## src/rtl/game_pkg.sv

```systemverilog
// Game-wide types and default tuning for the player shot and related controllers.
package game_pkg;

    typedef enum logic [1:0] {
        IDLE     = 2'd0,
        FLYING   = 2'd1,
        COOLDOWN = 2'd2
    } shot_state_t;

    localparam int SHOT_SPEED_DEF     = 8;
    localparam int SHOT_START_Y_DEF   = 700;
    localparam int COOLDOWN_TICKS_DEF = 10;

endpackage

```

## src/rtl/vga_pkg.sv

```systemverilog
// Display geometry shared by the video timing, sprite and game controllers.
package vga_pkg;

    localparam int HOR_PIXELS = 1024;
    localparam int VER_PIXELS = 768;

endpackage

```

## src/rtl/player_shot_ctl_if.sv

```systemverilog
// Signal bundle between the game environment and the player shot controller.
interface player_shot_ctl_if;
    import game_pkg::*;

    // No backpressure: button_fire and hit are sampled every clock, shot_* are
    // registered and shot_xpos/shot_ypos are only meaningful while shot_active is high.
    logic        button_fire;
    logic [11:0] player_xpos;
    logic        hit;
    logic        shot_active;
    logic [11:0] shot_xpos;
    logic [11:0] shot_ypos;
    logic        shot_fired;
    shot_state_t dbg_state;

    modport master (
        output button_fire, player_xpos, hit,
        input  shot_active, shot_xpos, shot_ypos, shot_fired, dbg_state
    );

    modport slave (
        input  button_fire, player_xpos, hit,
        output shot_active, shot_xpos, shot_ypos, shot_fired, dbg_state
    );

endinterface

```

## src/rtl/tick_gen.sv

```systemverilog
// Free-running divider: tick is high for one clock every DELAY+1 clocks.
module tick_gen #(
    parameter int DELAY = 650000
) (
    input  logic clk,
    input  logic rst_n,
    output logic tick
);

    localparam int W = (DELAY < 1) ? 1 : $clog2(DELAY + 1);
    localparam logic [W-1:0] TERM = W'(DELAY);

    logic [W-1:0] cnt;

    always_ff @(posedge clk or negedge rst_n) begin
        if (!rst_n) begin
            cnt <= '0;
        end else if (cnt == TERM) begin
            cnt <= '0;
        end else begin
            cnt <= cnt + W'(1);
        end
    end

    assign tick = (cnt == TERM);

endmodule

```

## src/rtl/player_shot_ctl.sv

```systemverilog
// Player laser shot sequencer: launch on fire edge, climb on ticks, retire on hit
// or top of screen, then hold off for a cooldown before the next launch.
module player_shot_ctl
    import game_pkg::*;
    import vga_pkg::*;
#(
    parameter int PLAYER_WIDTH   = 32,
    parameter int SHOT_SPEED     = game_pkg::SHOT_SPEED_DEF,
    parameter int SHOT_DELAY     = 650000,
    parameter int SHOT_START_Y   = game_pkg::SHOT_START_Y_DEF,
    parameter int COOLDOWN_TICKS = game_pkg::COOLDOWN_TICKS_DEF
) (
    input  logic              clk,
    input  logic              rst_n,
    player_shot_ctl_if.slave  bus
);

    localparam logic [11:0] START_Y = 12'(SHOT_START_Y);
    localparam logic [11:0] SPEED   = 12'(SHOT_SPEED);
    localparam logic [11:0] X_MAX   = 12'(HOR_PIXELS - 1);
    localparam logic [12:0] HALF_W  = 13'(PLAYER_WIDTH / 2);
    localparam logic [15:0] CD_LOAD = 16'(COOLDOWN_TICKS);

    shot_state_t state, state_nxt;
    logic        tick;
    logic        fire_q;
    logic        fire_rise;
    logic        active_q, active_nxt;
    logic        fired_q, fired_nxt;
    logic [11:0] xpos_q, xpos_nxt;
    logic [11:0] ypos_q, ypos_nxt;
    logic [15:0] cd_cnt, cd_nxt;
    logic [12:0] launch_x;
    logic [11:0] launch_x_clamped;

    tick_gen #(.DELAY(SHOT_DELAY)) u_tick_gen (
        .clk   (clk),
        .rst_n (rst_n),
        .tick  (tick)
    );

    assign fire_rise = bus.button_fire & ~fire_q;

    // Sum in 13 bits so a player near the right edge clamps instead of wrapping.
    assign launch_x         = {1'b0, bus.player_xpos} + HALF_W;
    assign launch_x_clamped = (launch_x > {1'b0, X_MAX}) ? X_MAX : launch_x[11:0];

    always_comb begin
        state_nxt  = state;
        active_nxt = active_q;
        fired_nxt  = 1'b0;
        xpos_nxt   = xpos_q;
        ypos_nxt   = ypos_q;
        cd_nxt     = cd_cnt;
        case (state)
            IDLE: begin
                if (fire_rise) begin
                    state_nxt  = FLYING;
                    active_nxt = 1'b1;
                    fired_nxt  = 1'b1;
                    xpos_nxt   = launch_x_clamped;
                    ypos_nxt   = START_Y;
                end
            end
            FLYING: begin
                if (bus.hit) begin
                    state_nxt  = COOLDOWN;
                    active_nxt = 1'b0;
                    cd_nxt     = CD_LOAD;
                end else if (tick) begin
                    if (ypos_q < SPEED) begin
                        state_nxt  = COOLDOWN;
                        active_nxt = 1'b0;
                        cd_nxt     = CD_LOAD;
                    end else begin
                        ypos_nxt = ypos_q - SPEED;
                    end
                end
            end
            COOLDOWN: begin
                if (COOLDOWN_TICKS == 0) begin
                    state_nxt = IDLE;
                end else if (tick) begin
                    if (cd_cnt <= 16'd1) begin
                        state_nxt = IDLE;
                    end else begin
                        cd_nxt = cd_cnt - 16'd1;
                    end
                end
            end
            default: begin
                state_nxt  = IDLE;
                active_nxt = 1'b0;
            end
        endcase
    end

    // fire_q resets high so a button held through reset release is not an edge.
    always_ff @(posedge clk or negedge rst_n) begin
        if (!rst_n) begin
            state    <= IDLE;
            fire_q   <= 1'b1;
            active_q <= 1'b0;
            fired_q  <= 1'b0;
            xpos_q   <= '0;
            ypos_q   <= START_Y;
            cd_cnt   <= '0;
        end else begin
            state    <= state_nxt;
            fire_q   <= bus.button_fire;
            active_q <= active_nxt;
            fired_q  <= fired_nxt;
            xpos_q   <= xpos_nxt;
            ypos_q   <= ypos_nxt;
            cd_cnt   <= cd_nxt;
        end
    end

    assign bus.shot_active = active_q;
    assign bus.shot_fired  = fired_q;
    assign bus.shot_xpos   = xpos_q;
    assign bus.shot_ypos   = ypos_q;
    assign bus.dbg_state   = state;

endmodule

```

## src/flat_wrapper.sv

```systemverilog
// flat-port wrapper written by rule: the top's interface ports become plain ports
module player_shot_ctl_flat import game_pkg::*; import vga_pkg::*;
#(
    parameter int PLAYER_WIDTH   = 32,
    parameter int SHOT_SPEED     = game_pkg::SHOT_SPEED_DEF,
    parameter int SHOT_DELAY     = 650000,
    parameter int SHOT_START_Y   = game_pkg::SHOT_START_Y_DEF,
    parameter int COOLDOWN_TICKS = game_pkg::COOLDOWN_TICKS_DEF
)
  (clk, rst_n, bus_button_fire, bus_player_xpos, bus_hit, bus_shot_active, bus_shot_xpos, bus_shot_ypos, bus_shot_fired, bus_dbg_state);
  player_shot_ctl_if bus_i ();
  input  logic clk;
  input  logic rst_n;
  input wire logic [$bits(bus_i.button_fire)-1:0] bus_button_fire;
  input wire logic [$bits(bus_i.player_xpos)-1:0] bus_player_xpos;
  input wire logic [$bits(bus_i.hit)-1:0] bus_hit;
  output wire logic [$bits(bus_i.shot_active)-1:0] bus_shot_active;
  output wire logic [$bits(bus_i.shot_xpos)-1:0] bus_shot_xpos;
  output wire logic [$bits(bus_i.shot_ypos)-1:0] bus_shot_ypos;
  output wire logic [$bits(bus_i.shot_fired)-1:0] bus_shot_fired;
  output wire logic [$bits(bus_i.dbg_state)-1:0] bus_dbg_state;
  assign bus_i.button_fire = bus_button_fire;
  assign bus_i.player_xpos = bus_player_xpos;
  assign bus_i.hit = bus_hit;
  assign bus_shot_active = bus_i.shot_active;
  assign bus_shot_xpos = bus_i.shot_xpos;
  assign bus_shot_ypos = bus_i.shot_ypos;
  assign bus_shot_fired = bus_i.shot_fired;
  assign bus_dbg_state = bus_i.dbg_state;
  player_shot_ctl #(.PLAYER_WIDTH(PLAYER_WIDTH), .SHOT_SPEED(SHOT_SPEED), .SHOT_DELAY(SHOT_DELAY), .SHOT_START_Y(SHOT_START_Y), .COOLDOWN_TICKS(COOLDOWN_TICKS)) u_core (.clk(clk), .rst_n(rst_n), .bus(bus_i));
endmodule
```

## config.mk

```make
export PLATFORM = sky130hd
export DESIGN_NAME = player_shot_ctl_flat
export DESIGN_NICKNAME = d
export VERILOG_FILES = /design/src/rtl/game_pkg.sv /design/src/rtl/vga_pkg.sv /design/src/rtl/player_shot_ctl_if.sv /design/src/rtl/tick_gen.sv /design/src/rtl/player_shot_ctl.sv /design/src/flat_wrapper.sv
export SDC_FILE = /design/constraint.sdc
export NUM_CORES = 1
export LEC_CHECK = 0
export BUFFER_PORTS_ARGS = -buffer_cell sky130_fd_sc_hd__buf_2
export CAP_MARGIN = 20
export CORE_ASPECT_RATIO = 1.2
export CORE_MARGIN = 2
export CORE_UTILIZATION = 38
export DETAILED_ROUTE_END_ITERATION = 8
export HOLD_SLACK_MARGIN = 0.02
export PLACE_DENSITY = 0.69
export SLEW_MARGIN = 25
export SYNTH_ARGS = -nofsm -noshare
export SYNTH_HDL_FRONTEND = slang
export SYNTH_SLANG_ARGS = --single-unit
```

## constraint.sdc

```tcl
create_clock -name clk -period 2.15 [get_ports clk]
set_input_delay 0.43 -clock clk [delete_from_list [all_inputs] [get_ports clk]]
set_output_delay 0.43 -clock clk [all_outputs]
set_load 0.02 [all_outputs]
```

### Word level (Yosys, flattened, before mapping)

Cells that the tools add are included.

* $add $sub $neg: 4
* multipliers: 0
* divide/modulo/power cells: 0
* order comparisons: 3
* eq/ne operators: 12
* shifts and indexed selects: 0
* muxes and demuxes: 27
* bitwise logic cells: 3
* reduce and logical (&&, ||, !) cells: 8

Operators with widths (count)
* two-way mux 16 bit: 5
* two-way mux 12 bit: 5
* one-hot mux 16 bit (2 select lines): 1
* one-hot mux 12 bit (2 select lines): 1
* adder 20 x 1 -> 20 bit (second input constant): 1
* == test 20 bit (second input constant): 1
* two-way mux 20 bit: 1
* <= comparator 16 x 1 -> 1 bit (second input constant): 1
* subtractor 16 x 1 -> 16 bit (second input constant): 1
* AND reduction 5 bit: 3
* adder 12 x 5 -> 13 bit (second input constant): 1
* greater-than comparator 13 x 10 -> 1 bit (second input constant): 1
* < comparator 12 x 4 -> 1 bit (second input constant): 1
* two-way mux 2 bit: 6
* subtractor 12 x 4 -> 12 bit (second input constant): 1
* != test 2 x 1 -> 1 bit (second input constant): 4
* two-way mux 1 bit: 6
* != test 2 bit (second input constant): 3
* != test 3 x 2 -> 1 bit (second input constant): 2
* one-hot mux 2 bit (3 select lines): 1
* AND reduction 4 bit: 1
* nonzero test 2 bit: 2
* one-hot mux 1 bit (3 select lines): 1
* == test 2 x 1 -> 1 bit (second input constant): 1
* other kinds (5): 6

* register bits after elaboration: 65
* bits in latches: 0
* bits in writable memories: 0
* ROM bits: 0
* bits of input ports: 16
* output and inout port bits: 28
* logic and storage cells: 65
* memories: 0

### Longest topological paths before layout

* depth after elaboration: 5
* depth in mapped cells: 10
* depth with buffers taken out: 7

### By module

Synthesis repeated with hierarchy kept, for this count alone.

* cells, all modules: 348
* area, all modules: 3349.5 µm²

By module, submodules not included
* player_shot_ctl: instances 1, cells an instance 244, area each 2309.7 µm², seq. area each 1084.8 µm²
* tick_gen: instances 1, cells an instance 104, area each 1039.7 µm², seq. area each 500.5 µm²

### Worst setup path after synthesis

Ideal clock, no wire load.

* path type: reg-to-reg
* start: register u_core.state[1] (netlist: u_core.bus.dbg_state[1])
* end: register u_core.ypos_q[9] (netlist: u_core.bus.shot_ypos[9])
* library setup time: 88 ps
* data arrival time: 2204 ps
* data required time: 2062 ps
* path slack: -142 ps
* stages on the path, launching flop included: 8
* buffers on the path: 0
* clock period less this slack: 2292 ps
* cell sequence: dfrtp_1 inv_1 ha_1 nor2b_1 o31a_1 a31oi_4 o41a_1 or3_1

* word-level cells in the longest chain between the ends: 3
* elaborated cells between the ends (all ways): 9
* those cells by class: eq/ne: 5; mux: 1; reduce/logical: 3

Ends and longest elaborated chain
* from (decl): RTL line player_shot_ctl.sv:24 `shot_state_t state, state_nxt;`
* from (signal assigned): RTL line player_shot_ctl.sv:109 `state <= state_nxt;`
* == test 2 x 1 -> 1 bit or zero test 2 bit (tied branches): RTL line player_shot_ctl.sv:55 `case (state)`
* != test 2 x 1 -> 1 bit (no source line) (tied with other cells)
* AND reduction 5 bit (no source line)
* to (signal assigned): RTL line player_shot_ctl.sv:114 `ypos_q <= ypos_nxt;`
* to (decl): RTL line player_shot_ctl.sv:31 `logic [11:0] ypos_q, ypos_nxt;`

Parallel ways exist; a longest one is shown, timed or not.
A chain may end at the register's enable or synchronous reset.

### Worst setup path after layout

* start: register u_core.cd_cnt[0]
* end: register u_core.cd_cnt[14]

* word-level cells in the longest chain between the ends: 4
* elaborated cells between the ends (all ways): 7
* those cells by class: add/sub: 1; order compare: 1; eq/ne: 1; mux: 3; reduce/logical: 1

Ends and longest elaborated chain
* from (decl): RTL line player_shot_ctl.sv:32 `logic [15:0] cd_cnt, cd_nxt;`
* from (signal assigned): RTL line player_shot_ctl.sv:115 `cd_cnt <= cd_nxt;`
* subtractor 16 x 1 -> 16 bit: RTL line player_shot_ctl.sv:87 `cd_nxt = cd_cnt - 16'd1;`
* two-way mux 16 bit: RTL line player_shot_ctl.sv:84 `if (cd_cnt <= 16'd1) begin`
* two-way mux 16 bit: RTL line player_shot_ctl.sv:83 `end else if (tick) begin`
* one-hot mux 16 bit (2 select lines): RTL line player_shot_ctl.sv:55

Parallel ways exist; a longest one is shown, timed or not. The select of a mux whose other input is x is not followed.

==> run_results.csv <==
group,metric,value,unit
outcome,status,"complete, but fails checks",
outcome,violations,"setup timing",
floorplanning,rows,39,
power_and_ir_drop,power_density,1110,nW/µm²
grt,grtUsageTotal,18.3,%
layout,diodes,0,
job,cap_violations,0,
cts,cts_buffers,9,
placed_design,place_area,4370,µm²
grt,grt_pass1_wl,15.3,mm
synth,synthSimpleGateAreaFrac,21.5,%
timing,slew_violations,0,
timing,period_needed,2250,ps
worst_setup_path,reg2reg_depth,8,
floorplanning,die_h,111,µm
cts,htreeDepth,3,
synth,yosys-mux-area-fraction,4.18,%
power_and_ir_drop,vdd_drop_max,0.000576,V
synth,synth_top_area_share,38.6,%
drt,vias,3219,
layout,postLayoutCoreUtil,53.0,%
synth,synth_area_leaders,"dfrtp_1, dfstp_2, mux2i_1",
synth,synthMostInstantiatedCell,"dfrtp_1",
timing,max_freq,445,MHz
cts,cts_sinks,63,
synth,synth_top_area_cell,"dfrtp_1",
placed_design,routabilityCongestion,0.839,
layout,stdcell_area,4990,µm²
drt,viasPerCell,5.38,
synth,synth_top_family_by_area,"simple AND/OR/NAND/NOR gates",
floorplanning,initial_core_util,38.5,%
timing,totalNegativeSetupSlack,-569,ps
layout,nets,496,
cts,cts.clk_slew.worst_paths,60,ps
synth,synthArstFlopShare,100,%
synth,synth_cell_types,63,
layout,drive_above_1_share,38.7,%
cts,cts_tree,"yes",
drt,routedWlPerCell,15.8,µm
drt,dr.first_iter.drc_count,187,
synth,ys_warn_count,0,
synth,synth-edff-count,0,
grt,grt_max_degree,39,
worst_setup_path,start_kind,"register",
timing,relSlewSlack,56.6,%
timing,tightest_slew,651,ps
min_path,hold_path_class,"input pin to asynchronous set/reset pin",
grt,antenna_found_initial,0,
floorplanning,ios,44,
timing,rsz0062_at_grt,"true",
floorplanning,core_area,9420,µm²
synth,syn_inst,358,
drt,drcViolationCount,0,
floorplanning,die-area,10300,µm²
timing,fin_crit_sh,105,%
synth,synth.yosys.seq_area_share,43.7,%
synth,synth_area,3630,µm²
layout,areaGrowthSynthToFinish,37.6,%
worst_setup_path,critPathArrivalTime,2500,ps
synth,synth_compound_area_share,17.8,%
worst_setup_path,crit_fanout,8,
timing,fin_ws,-99.1,ps
synth,synth_xor_area_share,5.07,%
floorplanning,fp.dieW,93.2,µm
worst_setup_path,path_class,"register to register",
power_and_ir_drop,p_leak,0.00215,µW
grt,grt_pass1_vias,3161,
synth,synth_ff_type,"dfrtp_1",
synth,synth_seq_cells,63,
timing,setup_violations,11,
placed_design,numPortBuffers,41,
drt,dr.pass1.iters,4,
cts,cts_buffer_depth,2,
synth,synth_fa_ha_area_share,3.45,%
drt,ant_nets,0,
worst_setup_path,endpoint_kind,"register",
cts,root_buffer,"clkbuf_16",
placed_design,dp_hpwl,6.26,mm
cts,clk_latency,330,ps
synth,synth_commonest_cells,"dfrtp_1, nor2_1, o21ai_0",
layout,fill_cells,814,
timing,hold_viol_final,0,
timing,holdWs,121,ps
synth,avgSynthCellArea,10.1,µm²
timing,skew,8.84,ps
grt,gr-total-overflow,0,
worst_setup_path,required,2410,ps
drt,wl,9.46,mm
[through the flow]
| stage | power [µW] | setup WS (ps) | instances |
|---|---|---|---|
| finish | 5530 | -99.1 | 598 |
| global route | 5840 | -192 | 598 |
| CTS | 5180 | -18.2 | 588 |
| detailed placement | 3390 | -222 | 564 |
| global placement | 3340 | -137 | 564 |
| floorplan | 2760 | -23.1 | 359 |
[critical path, cell delays in order (launching register included)]
cell	delay, ps
dfrtp_1	400
inv_1	90
ha_1	240
nor2_1	180
nor2_1	120
a211o_4	410
buf_12	170
a2111oi_4	310
mux2i_1	230
[worst paths after layout]
| path | to | from | slack [ps] |
|---|---|---|---|
| min reg2reg | u_core.bus.shot_xpos[11]$_DFFE_PN0P_ | u_core.bus.shot_xpos[11]$_DFFE_PN0P_ | 500 |
| max in group asynchronous | u_core.bus.shot_xpos[10]$_DFFE_PN0P_ | rst_n | 1390 |
| min in group clk | u_core.fire_q$_DFF_PN1_ | bus_button_fire | 210 |
| max | u_core.cd_cnt[14]$_DFFE_PN0P_ | u_core.cd_cnt[0]$_DFFE_PN0P_ | -100 |
| min | u_core.cd_cnt[4]$_DFFE_PN0P_ | rst_n | 120 |
| max reg2reg | u_core.cd_cnt[14]$_DFFE_PN0P_ | u_core.cd_cnt[0]$_DFFE_PN0P_ | -100 |
[sequential cells by signal, summed over array words and instances, names as in the netlist]
name,flops
u_core.bus.shot_active,1
u_core.bus.shot_fired,1
u_core.bus.shot_xpos,12
u_core.fire_q,1
u_core.bus.shot_ypos,10
u_core.bus.dbg_state,2
u_core.u_tick_gen.cnt,20
u_core.cd_cnt,16
[metal layers]
metal	vias up	wire length [µm]	track usage (%)
li1	1544	-	-
met1	1597	4070	24.0
met2	65	4920	30.0
met3	13	350	4.69
met4	0	116	4.90
met5	-	0	0
[cell type report]
type / count / area, µm² / share of cell area (%)
clock buffer: 11 / 253 / 5.07
clock inverter: 5 / 63.8 / 1.28
inverter: 13 / 48.8 / 0.978
multi-input combinational: 268 / 2050 / 41.2
sequential: 63 / 1590 / 31.8
tap: 123 / 154 / 3.09
timing repair buffer: 115 / 827 / 16.6
[cells in the final DEF (no fill, tap or decap), drive strengths merged, types with 3 or more instances in the layout]
cell type and n:
a21oi 11, a2111oi 4, ha 10, nor3 9, xor2 7, clkbuf 11, nor2b 4, or2 5
nand4 12, nor4b 6, nand3 15, mux2i 14, a211oi 4, buf 114, o21ai 18, xnor2 14
o31ai 3, and3 3, dfstp 7, nand2 16, nor2 34, nor4 4, inv 15, or4 6
o21bai 12, o22a 9, or3 12, and4 5, dfrtp 56
[cell families after synthesis]
kind of cell / count (synthesis)
AO/OA/AOI/OAI: 79
XOR/XNOR: 21
adder cells (fa/ha/maj): 10
buffers and inverters: 29
flip-flops: 63
multiplexers: 15
other: 1
AND/OR/NAND/NOR: 140
[timing repair]
item	CTS	global route
gates cloned	2	0
pin swaps	5	10
hold buffers	0	0
gates resized for setup	6	30
setup buffers	6	16
endpoints found under the setup margin	19	23
hold endpoints to repair	0	0
[report_power, final]
group / total (µW) / internal, µW / switching [µW] / leakage (µW)
logic: 2560 / 1180 / 1380 / 0.00122
registers: 1420 / 1340 / 84.5 / 0.000780
clock network: 1550 / 971 / 575 / 0.000153
total: 5530 / 3490 / 2040 / 0.00215
(Power assumes the default switching activity.)
